**src/rtl/frame_buffer_arbiter.sv**
```systemverilog
// Single-port frame buffer arbiter: display reads > screen clear > draw writes.
// All RAM control outputs are registered; display read data returns two cycles after grant.
module frame_buffer_arbiter #(
  parameter int unsigned ADDR_W      = 19,
  parameter int unsigned DATA_W      = 8,
  parameter int unsigned FRAME_WORDS = 307200
) (
  input  logic              Clk,
  input  logic              reset,
  input  logic              disp_rd_req,
  input  logic [ADDR_W-1:0] disp_rd_addr,
  output logic              disp_rd_valid,
  output logic [DATA_W-1:0] disp_rd_data,
  input  logic              draw_wr_req,
  input  logic [ADDR_W-1:0] draw_wr_addr,
  input  logic [DATA_W-1:0] draw_wr_data,
  output logic              draw_wr_ack,
  input  logic              clear_start,
  input  logic [DATA_W-1:0] clear_color,
  output logic              clear_busy,
  output logic              clear_done,
  output logic [ADDR_W-1:0] mem_addr,
  output logic [DATA_W-1:0] mem_wdata,
  output logic              mem_we,
  input  logic [DATA_W-1:0] mem_rdata
);

  localparam logic [1:0] ST_IDLE  = 2'd0;
  localparam logic [1:0] ST_CLEAR = 2'd1;
  localparam logic [1:0] ST_DONE  = 2'd2;

  localparam logic [ADDR_W:0]   FRAME_LIM = (ADDR_W+1)'(FRAME_WORDS);
  localparam logic [ADDR_W-1:0] LAST_ADDR = ADDR_W'(FRAME_WORDS - 1);

  logic [1:0]        state_q, state_d;
  logic [ADDR_W-1:0] cnt_q, cnt_d;
  logic [DATA_W-1:0] color_q, color_d;
  logic [ADDR_W-1:0] mem_addr_q, mem_addr_d;
  logic [DATA_W-1:0] mem_wdata_q, mem_wdata_d;
  logic              mem_we_q, mem_we_d;
  logic              ack_q, ack_d;
  logic              rd_pend_q, rd_pend_d;
  logic              rd_pend_oob_q, rd_pend_oob_d;
  logic              rd_valid_q, rd_valid_d;
  logic              rd_oob_q, rd_oob_d;

  logic rd_in_range, wr_in_range;
  logic rd_grant, clr_grant, draw_grant;

  always_comb begin
    rd_in_range = {1'b0, disp_rd_addr} < FRAME_LIM;
    wr_in_range = {1'b0, draw_wr_addr} < FRAME_LIM;

    // Out-of-range reads do not occupy the RAM slot; ack_q blocks a repeat grant of a held draw
    rd_grant   = disp_rd_req && rd_in_range;
    clr_grant  = !rd_grant && (state_q == ST_CLEAR);
    draw_grant = !rd_grant && (state_q != ST_CLEAR) && draw_wr_req && !ack_q;

    mem_addr_d  = mem_addr_q;
    mem_wdata_d = mem_wdata_q;
    mem_we_d    = 1'b0;
    if (rd_grant) begin
      mem_addr_d = disp_rd_addr;
    end else if (clr_grant) begin
      mem_addr_d  = cnt_q;
      mem_wdata_d = color_q;
      mem_we_d    = 1'b1;
    end else if (draw_grant && wr_in_range) begin
      mem_addr_d  = draw_wr_addr;
      mem_wdata_d = draw_wr_data;
      mem_we_d    = 1'b1;
    end

    ack_d         = draw_grant;
    rd_pend_d     = disp_rd_req;
    rd_pend_oob_d = !rd_in_range;
    rd_valid_d    = rd_pend_q;
    rd_oob_d      = rd_pend_oob_q;

    state_d = state_q;
    cnt_d   = cnt_q;
    color_d = color_q;
    case (state_q)
      ST_IDLE: begin
        if (clear_start) begin
          state_d = ST_CLEAR;
          color_d = clear_color;
          cnt_d   = '0;
        end
      end
      ST_CLEAR: begin
        if (clr_grant) begin
          if (cnt_q == LAST_ADDR) state_d = ST_DONE;
          else                    cnt_d   = cnt_q + 1'b1;
        end
      end
      ST_DONE: state_d = ST_IDLE;
      default: state_d = ST_IDLE;
    endcase
  end

  always_ff @(posedge Clk) begin
    if (reset) begin
      state_q       <= ST_IDLE;
      cnt_q         <= '0;
      color_q       <= '0;
      mem_addr_q    <= '0;
      mem_wdata_q   <= '0;
      mem_we_q      <= 1'b0;
      ack_q         <= 1'b0;
      rd_pend_q     <= 1'b0;
      rd_pend_oob_q <= 1'b0;
      rd_valid_q    <= 1'b0;
      rd_oob_q      <= 1'b0;
    end else begin
      state_q       <= state_d;
      cnt_q         <= cnt_d;
      color_q       <= color_d;
      mem_addr_q    <= mem_addr_d;
      mem_wdata_q   <= mem_wdata_d;
      mem_we_q      <= mem_we_d;
      ack_q         <= ack_d;
      rd_pend_q     <= rd_pend_d;
      rd_pend_oob_q <= rd_pend_oob_d;
      rd_valid_q    <= rd_valid_d;
      rd_oob_q      <= rd_oob_d;
    end
  end

  assign mem_addr      = mem_addr_q;
  assign mem_wdata     = mem_wdata_q;
  assign mem_we        = mem_we_q;
  assign draw_wr_ack   = ack_q;
  assign clear_busy    = (state_q == ST_CLEAR);
  assign clear_done    = (state_q == ST_DONE);
  assign disp_rd_valid = rd_valid_q;
  assign disp_rd_data  = (rd_valid_q && !rd_oob_q) ? mem_rdata : '0;

endmodule

```
**config.mk**
```make
export PLATFORM = sky130hd
export DESIGN_NAME = frame_buffer_arbiter
export DESIGN_NICKNAME = d
export VERILOG_FILES = /design/src/rtl/frame_buffer_arbiter.sv
export SDC_FILE = /design/constraint.sdc
export NUM_CORES = 1
export LEC_CHECK = 0
export CAP_MARGIN = 20
export CORE_MARGIN = 3
export CORE_UTILIZATION = 48
export DETAILED_ROUTE_END_ITERATION = 12
export GPL_TIMING_DRIVEN = 0
export HOLD_SLACK_MARGIN = 0.03
export PLACE_DENSITY = 0.88
export SYNTH_ARGS = -nofsm -noshare
export SYNTH_HDL_FRONTEND = slang
export SYNTH_SLANG_ARGS = --single-unit
```
**constraint.sdc**
```tcl
create_clock -name Clk -period 2.9 [get_ports Clk]
set_input_delay 0.29 -clock Clk [delete_from_list [all_inputs] [get_ports Clk]]
set_output_delay 0.29 -clock Clk [all_outputs]
set_load 0.03 [all_outputs]
```
==> impl_metrics.py, run 1 <==
metrics = {
    "run_status": {
        "status": "complete, no violations",
    },
    "logic_synthesis": {
        "syn_area_per_cell_sq_um": 8.87,
        "synth_xor_area_share_pct": 0,
        "yosysSeqAreaShare_pct": 41.9,
        "syn_nets": 402,
        "synthFlopType": "dfxtp_1",
        "synth.distinct_cells": 51,
        "synth_top_family_by_area": "simple AND/OR/NAND/NOR gates",
        "synth-warning-count": 0,
        "synthCells": 334,
        "synth_compound_area_share_pct": 23.7,
        "synth_area_sq_um": 2960,
        "synthMuxAreaShare_pct": 4.39,
        "synthArstFlopShare_pct": 0,
        "synth_fa_ha_area_share_pct": 0.422,
        "synth_edf_count": 0,
        "yosys.area_share.simple_pct": 24.9,
        "ys_ff_latch": 62,
    },
    "pwr": {
        "internal_power_w": 0.00147,
        "peakVddDrop_mv": 0.341,
        "p_per_area_nw_per_um2": 490,
        "seqPwrFrac_pct": 44.9,
        "p_sw_share_pct": 29.6,
        "p_comb_share_pct": 23.9,
        "p_sw_w": 0.000618,
        "power_frac_clock_pct": 31.3,
        "p_leak_nw": 1.51,
    },
    "timing": {
        "tightest_slew_ns": 0.733,
        "setup_tns_ns": 0,
        "report.final.slew_viol_count": 0,
        "fmax_mhz": 422,
        "setup_viol": 0,
        "hold_viol_final": 0,
        "fin_crit_sh_pct": 81.7,
        "fin_hold_ws_ns": 0.401,
        "skew_ns": 0.0103,
        "relSlewSlack_pct": 51.1,
        "rsz0062_at_grt": "false",
        "finalCriticalPeriod_ns": 2.37,
    },
    "detailed_routing": {
        "post_drt_wl_per_cell_microns": 18.0,
        "vias": 3258,
        "dr.pass1.iters": 5,
        "drc": 0,
        "totalWireLength_microns": 9450,
        "via_per_inst": 6.22,
        "drtIter0Drc": 229,
        "detail-route-antenna-nets": 0,
    },
    "grt": {
        "grtUsageTotal_pct": 27.1,
        "grt_pass1_vias": 3139,
        "grt_max_degree": 11,
        "grt.overflow.total": 0,
        "antenna_found_initial": 0,
        "grt_pass1_wl_microns": 15500,
    },
    "placed_design": {
        "dp_cells": 511,
        "io_buffers": 105,
        "place_congestion": 0.911,
        "dp_hpwl_microns": 7130,
    },
    "critical_path": {
        "max_stage_delay_ns": 0.37,
        "arrival_ns": 2.08,
        "crit_type": "register to primary output",
        "crit_path_cell_trace": "clkbuf_1, nand2b_1, clkbuf_1, inv_2, clkbuf_1, dlymetal6s2s_1",
        "setup.worst_path.start_class": "register",
        "cp_common_cell": "clkbuf_1",
        "cp_slowest_cell": "dlymetal6s2s_1",
        "cp_num_buf_inv": 5,
        "endpoint_kind": "primary output",
        "critPathRequiredTime_ns": 2.61,
        "critPathMaxFanout": 10,
        "critical-path-top-delay-family": "buffers and inverters",
        "ff2ff_setup_slack_ns": 0.74,
    },
    "clock_network": {
        "cts_buffers": 9,
        "numClockSinks": 62,
        "cts_resized": 0,
        "cts_hold_buf": 0,
        "post_cts_buffers": 0,
        "htreeDepth": 3,
        "clockBufferDepth": 2,
        "tritoncts": "yes",
        "clk_latency_ns": 0.35,
        "cts_root_buffer": "clkbuf_8",
        "clkTransAtPathRegs_ns": 0.06,
    },
    "finish": {
        "drive_above_1_share_pct": 6.42,
        "fin_cells": 524,
        "finalNetCount": 518,
        "post-route-util_pct": 74.3,
        "syn2layout_area_growth_pct": 44.1,
        "fillers": 453,
        "antennaDiodeCount": 0,
    },
    "floorplanning": {
        "start_util_pct": 51.6,
        "io-pin-count": 107,
        "num_rows": 27,
        "die_x_microns": 84.6,
        "dieArea_sq_um": 7150,
        "die_h_microns": 84.6,
        "coreArea_sq_um": 5740,
    },
    "flow_run": {
        "drv_cap": 0,
    },
    "worst_hold_path": {
        "hold_path.class": "input pin to register",
    },
}
[synth_stat cells, drive strengths merged, types with 5 or more instances]
cell type  instances  area [sq um]
nand3              8          40.0
nand4             10          77.6
o31ai             12          90.1
nand2             31           116
mux2i             13           130
nor4               5          58.8
dfxtp             62          1240
nor2              45           171
nand2b             5          31.3
buf                7          52.5
or4               11          82.6
o2bb2ai           18           158
and2               9          56.3
o221ai            18           158
a21oi             15          75.1
inv                7          26.3
clkbuf            16          60.1
a311oi             8          70.1
[flip-flops by register name, summed over array words and instances (netlist names)]
register       count
cnt_q             19
mem_addr          19
color_q            8
mem_wdata          8
state_q            2
disp_rd_valid      1
draw_wr_ack        1
mem_we             1
rd_oob_d           1
rd_oob_q           1
rd_pend_q          1
[layer usage]
layer | global-route usage (%) | vias up | wire, microns
li1 | - | 1497 | -
met1 | 34.9 | 1557 | 3900
met2 | 43.3 | 180 | 4500
met3 | 6.58 | 24 | 816
met4 | 11.5 | 0 | 227
met5 | 0 | - | 0
[power by group through the flow]
| stage | logic [W] | clock network [W] | registers (W) |
|---|---|---|---|
| 2_1_floorplan | 0.000175 | 0 | 0.00103 |
| 3_3_place_gp | 0.000484 | 0 | 0.000952 |
| 3_5_place_dp | 0.000493 | 0 | 0.000954 |
| 4_1_cts | 0.000496 | 0.000658 | 0.000937 |
| 5_1_grt | 0.000532 | 0.000698 | 0.000943 |
| 6_report | 0.000498 | 0.000653 | 0.000937 |
[worst min-delay path: cells and delay by family]
kind | cells | cell delay (ns)
buf+inv | 2 | 0.33
simple gates | 1 | 0.07
[worst paths after layout]
kind / startpoint / end / cells after the start
max reg2reg: cnt_q[0] / cnt_q[15] / 9
min reg2reg: rd_pend_q / disp_rd_valid / 1
max: state_q[0] / clear_busy / 6
min: disp_rd_req / rd_pend_q / 3
[final cells by class]
cell class / count / area [sq um] / share of cell area [%]
Sequential cell: 62 / 1240 / 29.1
Clock buffer: 11 / 151 / 3.55
Clock inverter: 2 / 10.0 / 0.235
Inverter: 7 / 26.3 / 0.616
Multi-Input combinational cell: 242 / 1580 / 37.1
Timing Repair Buffer: 105 / 1050 / 24.7
Tap cell: 72 / 90.1 / 2.11
Buffer: 23 / 113 / 2.64
[logic make-up (layout without fill, tap and decap cells)]
family | count (synthesis) | in the layout
AO/OA/AOI/OAI | 89 | 89
adder cells (fa/ha/maj) | 1 | 1
buffers and inverters | 30 | 148
flip-flops | 62 | 62
multiplexers | 13 | 13
AND/OR/NAND/NOR | 139 | 139
[metrics by stage]
| stage | setup slack [ns] | instance area (sq um) | total power [W] |
|---|---|---|---|
| final | 0.531 | 4270 | 0.00209 |
| after global placement | 0.314 | 4100 | 0.00144 |
| after global routing | 0.369 | 4270 | 0.00217 |
| after detailed placement | 0.288 | 4100 | 0.00145 |
| after floorplan | 1.03 | 2960 | 0.00121 |
| after CTS | 0.143 | 4260 | 0.00209 |
[placed cells by master, fill, tap and decap left out, types with 2 or more instances in the layout]
cell type	synthesis	routed
a21oi_1	15	15
a311oi_1	8	8
and2_1	9	9
and4_1	2	2
buf_2	3	3
buf_6	3	3
clkbuf_1	16	16
clkbuf_8	0	11
clkdlybuf4s50_1	0	104
clkinv_2	0	2
dfxtp_1	62	62
inv_1	6	6
mux2i_1	13	13
nand2_1	31	31
nand2b_1	5	5
nand3_1	8	8
nand4_1	9	9
nor2_1	44	44
nor2b_1	4	4
nor3_1	2	2
nor4_1	2	2
nor4_2	2	2
o221ai_1	18	18
o2bb2ai_1	18	18
o311ai_1	2	2
o31ai_1	12	12
or3_1	3	3
or4_1	11	11
Note: power is estimated with default switching activity, not from simulation.
==> inputs of run 2 (changes only) <==
--- a/config.mk
+++ b/config.mk
@@ -7,11 +7,11 @@
 export LEC_CHECK = 0
 export CAP_MARGIN = 20
 export CORE_MARGIN = 3
-export CORE_UTILIZATION = 48
+export CORE_UTILIZATION = 45
 export DETAILED_ROUTE_END_ITERATION = 12
 export GPL_TIMING_DRIVEN = 0
 export HOLD_SLACK_MARGIN = 0.03
-export PLACE_DENSITY = 0.88
+export PLACE_DENSITY = 0.84
 export SYNTH_ARGS = -nofsm -noshare
 export SYNTH_HDL_FRONTEND = slang
 export SYNTH_SLANG_ARGS = --single-unit
==> constraint.sdc (replaced) <==
create_clock -name Clk -period 2.2 [get_ports Clk]
set_input_delay 0.22 -clock Clk [delete_from_list [all_inputs] [get_ports Clk]]
set_output_delay 0.22 -clock Clk [all_outputs]
set_load 0.03 [all_outputs]
==> impl_metrics.py, run 2 (same netlist as run 1, synthesis figures left out) <==
metrics = {
    "detailed_routing": {
        "drc": 0,
        "post_drt_wl_per_cell_microns": 17.4,
        "totalWireLength_microns": 9210,
        "vias": 3093,
        "dr.pass1.iters": 5,
        "detail-route-antenna-nets": 0,
        "via_per_inst": 5.85,
        "drtIter0Drc": 183,
    },
    "timing": {
        "setup_slack_ns": 0.126,
        "finalCriticalPeriod_ns": 2.07,
        "fmax_mhz": 482,
        "report.final.slew_viol_count": 0,
        "relSlewSlack_pct": 53.2,
        "skew_ns": 0.0114,
        "fin_crit_sh_pct": 94.3,
        "tightest_slew_ns": 0.702,
        "setup_tns_ns": 0,
        "hold_viol_final": 0,
        "setup_viol": 0,
    },
    "worst_hold_path": {
        "hp-start": "disp_rd_req",
        "hold_end": "rd_pend_q",
        "hold_path.class": "input pin to register",
        "whs_path_depth": 3,
    },
    "floorplanning": {
        "die_x_microns": 87.1,
        "io-pin-count": 107,
        "die_h_microns": 87.1,
        "coreArea_sq_um": 6130,
        "num_rows": 28,
        "dieArea_sq_um": 7590,
        "start_util_pct": 48.3,
    },
    "finish": {
        "post-route-util_pct": 70.8,
        "fin_area_sq_um": 4340,
        "finalNetCount": 518,
        "antennaDiodeCount": 0,
        "drive_above_1_share_pct": 9.03,
        "final-seq-area_sq_um": 1240,
        "syn2layout_area_growth_pct": 46.5,
        "mostFrequentLayoutCells": "clkdlybuf4s50_1, dfxtp_1, nor2_1",
        "fillers": 460,
        "multiInputGateArea_sq_um": 1610,
        "final_common_cell": "clkdlybuf4s50_1",
    },
    "placed_design": {
        "io_buffers": 105,
        "pre_cts_ws_ns": -0.317,
        "placed_area_sq_um": 4110,
        "place_congestion": 0.840,
        "dp_hpwl_microns": 7060,
    },
    "grt": {
        "grt_pass1_wl_microns": 14800,
        "antenna_found_initial": 0,
        "grtUsageTotal_pct": 24.8,
        "grt_pass1_vias": 3038,
        "grt_max_degree": 12,
        "grt.overflow.total": 0,
    },
    "critical_path": {
        "ff2ff_setup_slack_ns": 0.13,
        "r2r-start": "cnt_q[0]",
        "r2r_cells": 8,
        "r2r-end": "cnt_q[4]",
        "setup.worst_path.start_class": "register",
        "endpoint_kind": "register",
        "critPathMaxFanout": 10,
        "critPathRequiredTime_ns": 2.47,
        "arrival_ns": 2.35,
        "crit_type": "register to register",
    },
    "pwr": {
        "peakVddDrop_mv": 0.662,
        "p_leak_nw": 1.54,
        "p_per_area_nw_per_um2": 665,
    },
    "clock_network": {
        "cts_root_buffer": "clkbuf_8",
        "clkTransAtPathRegs_ns": 0.07,
        "htreeDepth": 3,
        "numClockSinks": 62,
        "tritoncts": "yes",
        "cts_buffers": 9,
        "clockBufferDepth": 2,
        "clk_latency_ns": 0.35,
        "cts_hold_buf": 0,
    },
    "run_status": {
        "status": "complete, no violations",
    },
    "flow_run": {
        "drv_cap": 0,
    },
}
[run 2: cell count changes in the layout (fill, tap and decap cells not counted), sizes merged]
cell	before	now
clkinvlp	0	2
buf	7	8
bufinv	0	1
clkbuf	27	26
clkinv	2	1
dlymetal6s2s	1	0
inv	7	8
[run 2: power breakdown]
group / leakage, nW / internal, W / switching (W)
registers: 0.509 / 0.00119 / 0.0000424
logic: 0.932 / 0.000297 / 0.000351
clock network: 0.0948 / 0.000549 / 0.000451
[run 2: metal layers]
metal | vias to the layer above | track usage (%) | part of all wire, %
li1 | 1498 | - | -
met1 | 1448 | 33.1 | 42
met2 | 131 | 40.5 | 49
met3 | 16 | 6.43 | 7.2
met4 | 0 | 5.30 | 1.2
met5 | - | 0 | 0
[run 2: layout make-up]
| type | instances | share of cell area, % |
|---|---|---|
| sequential | 62 | 28.6 |
| multi-input combinational | 242 | 37.2 |
| buffer | 22 | 2.62 |
| clock inverter | 5 | 1.36 |
| inverter | 7 | 0.606 |
| timing repair buffer | 106 | 24.3 |
| tap | 75 | 2.16 |
| clock buffer | 10 | 3.17 |
[run 2: how the worst max path moves through the flow]
stage                                 from      endpoint  slack (ns)  cells past startpoint
after floorplan                   cnt_q[0]     cnt_q[17]        0.33                      8
final                             cnt_q[0]      cnt_q[4]        0.13                      8
after detailed placement  disp_rd_addr[15]  mem_addr[14]       -0.32                      7
after global routing            state_q[0]      cnt_q[6]      -0.007                      5
after global placement    disp_rd_addr[15]  mem_addr[10]       -0.29                      7
after CTS                       state_q[0]    clear_busy       0.003                      6
[run 2: repair_timing]
| action | 4_1_cts | 5_1_grt |
|---|---|---|
| cloned | 0 | 0 |
| buffers inserted | 0 | 1 |
| endpoints found under the setup margin | 1 | 37 |
| gates resized for setup | 3 | 14 |
| pin swaps | 0 | 1 |
[run 2: worst max-delay path, stage by stage (launching register included)]
cell     delay (ns)
dfxtp_2        0.37
ha_1           0.25
inv_1          0.18
nor2_4         0.09
and4_1         0.19
buf_6          0.13
buf_6          0.14
or4_1          0.50
a21oi_1        0.16
[run 2: stage by stage]
stage	hold slack [ns]	power, W	std cells
global route	0.314	0.00301	529
floorplan	0.337	0.00159	334
finish	0.284	0.00289	529
global placement	0.422	0.00189	514
detailed placement	0.436	0.00190	514
CTS	0.250	0.00290	529
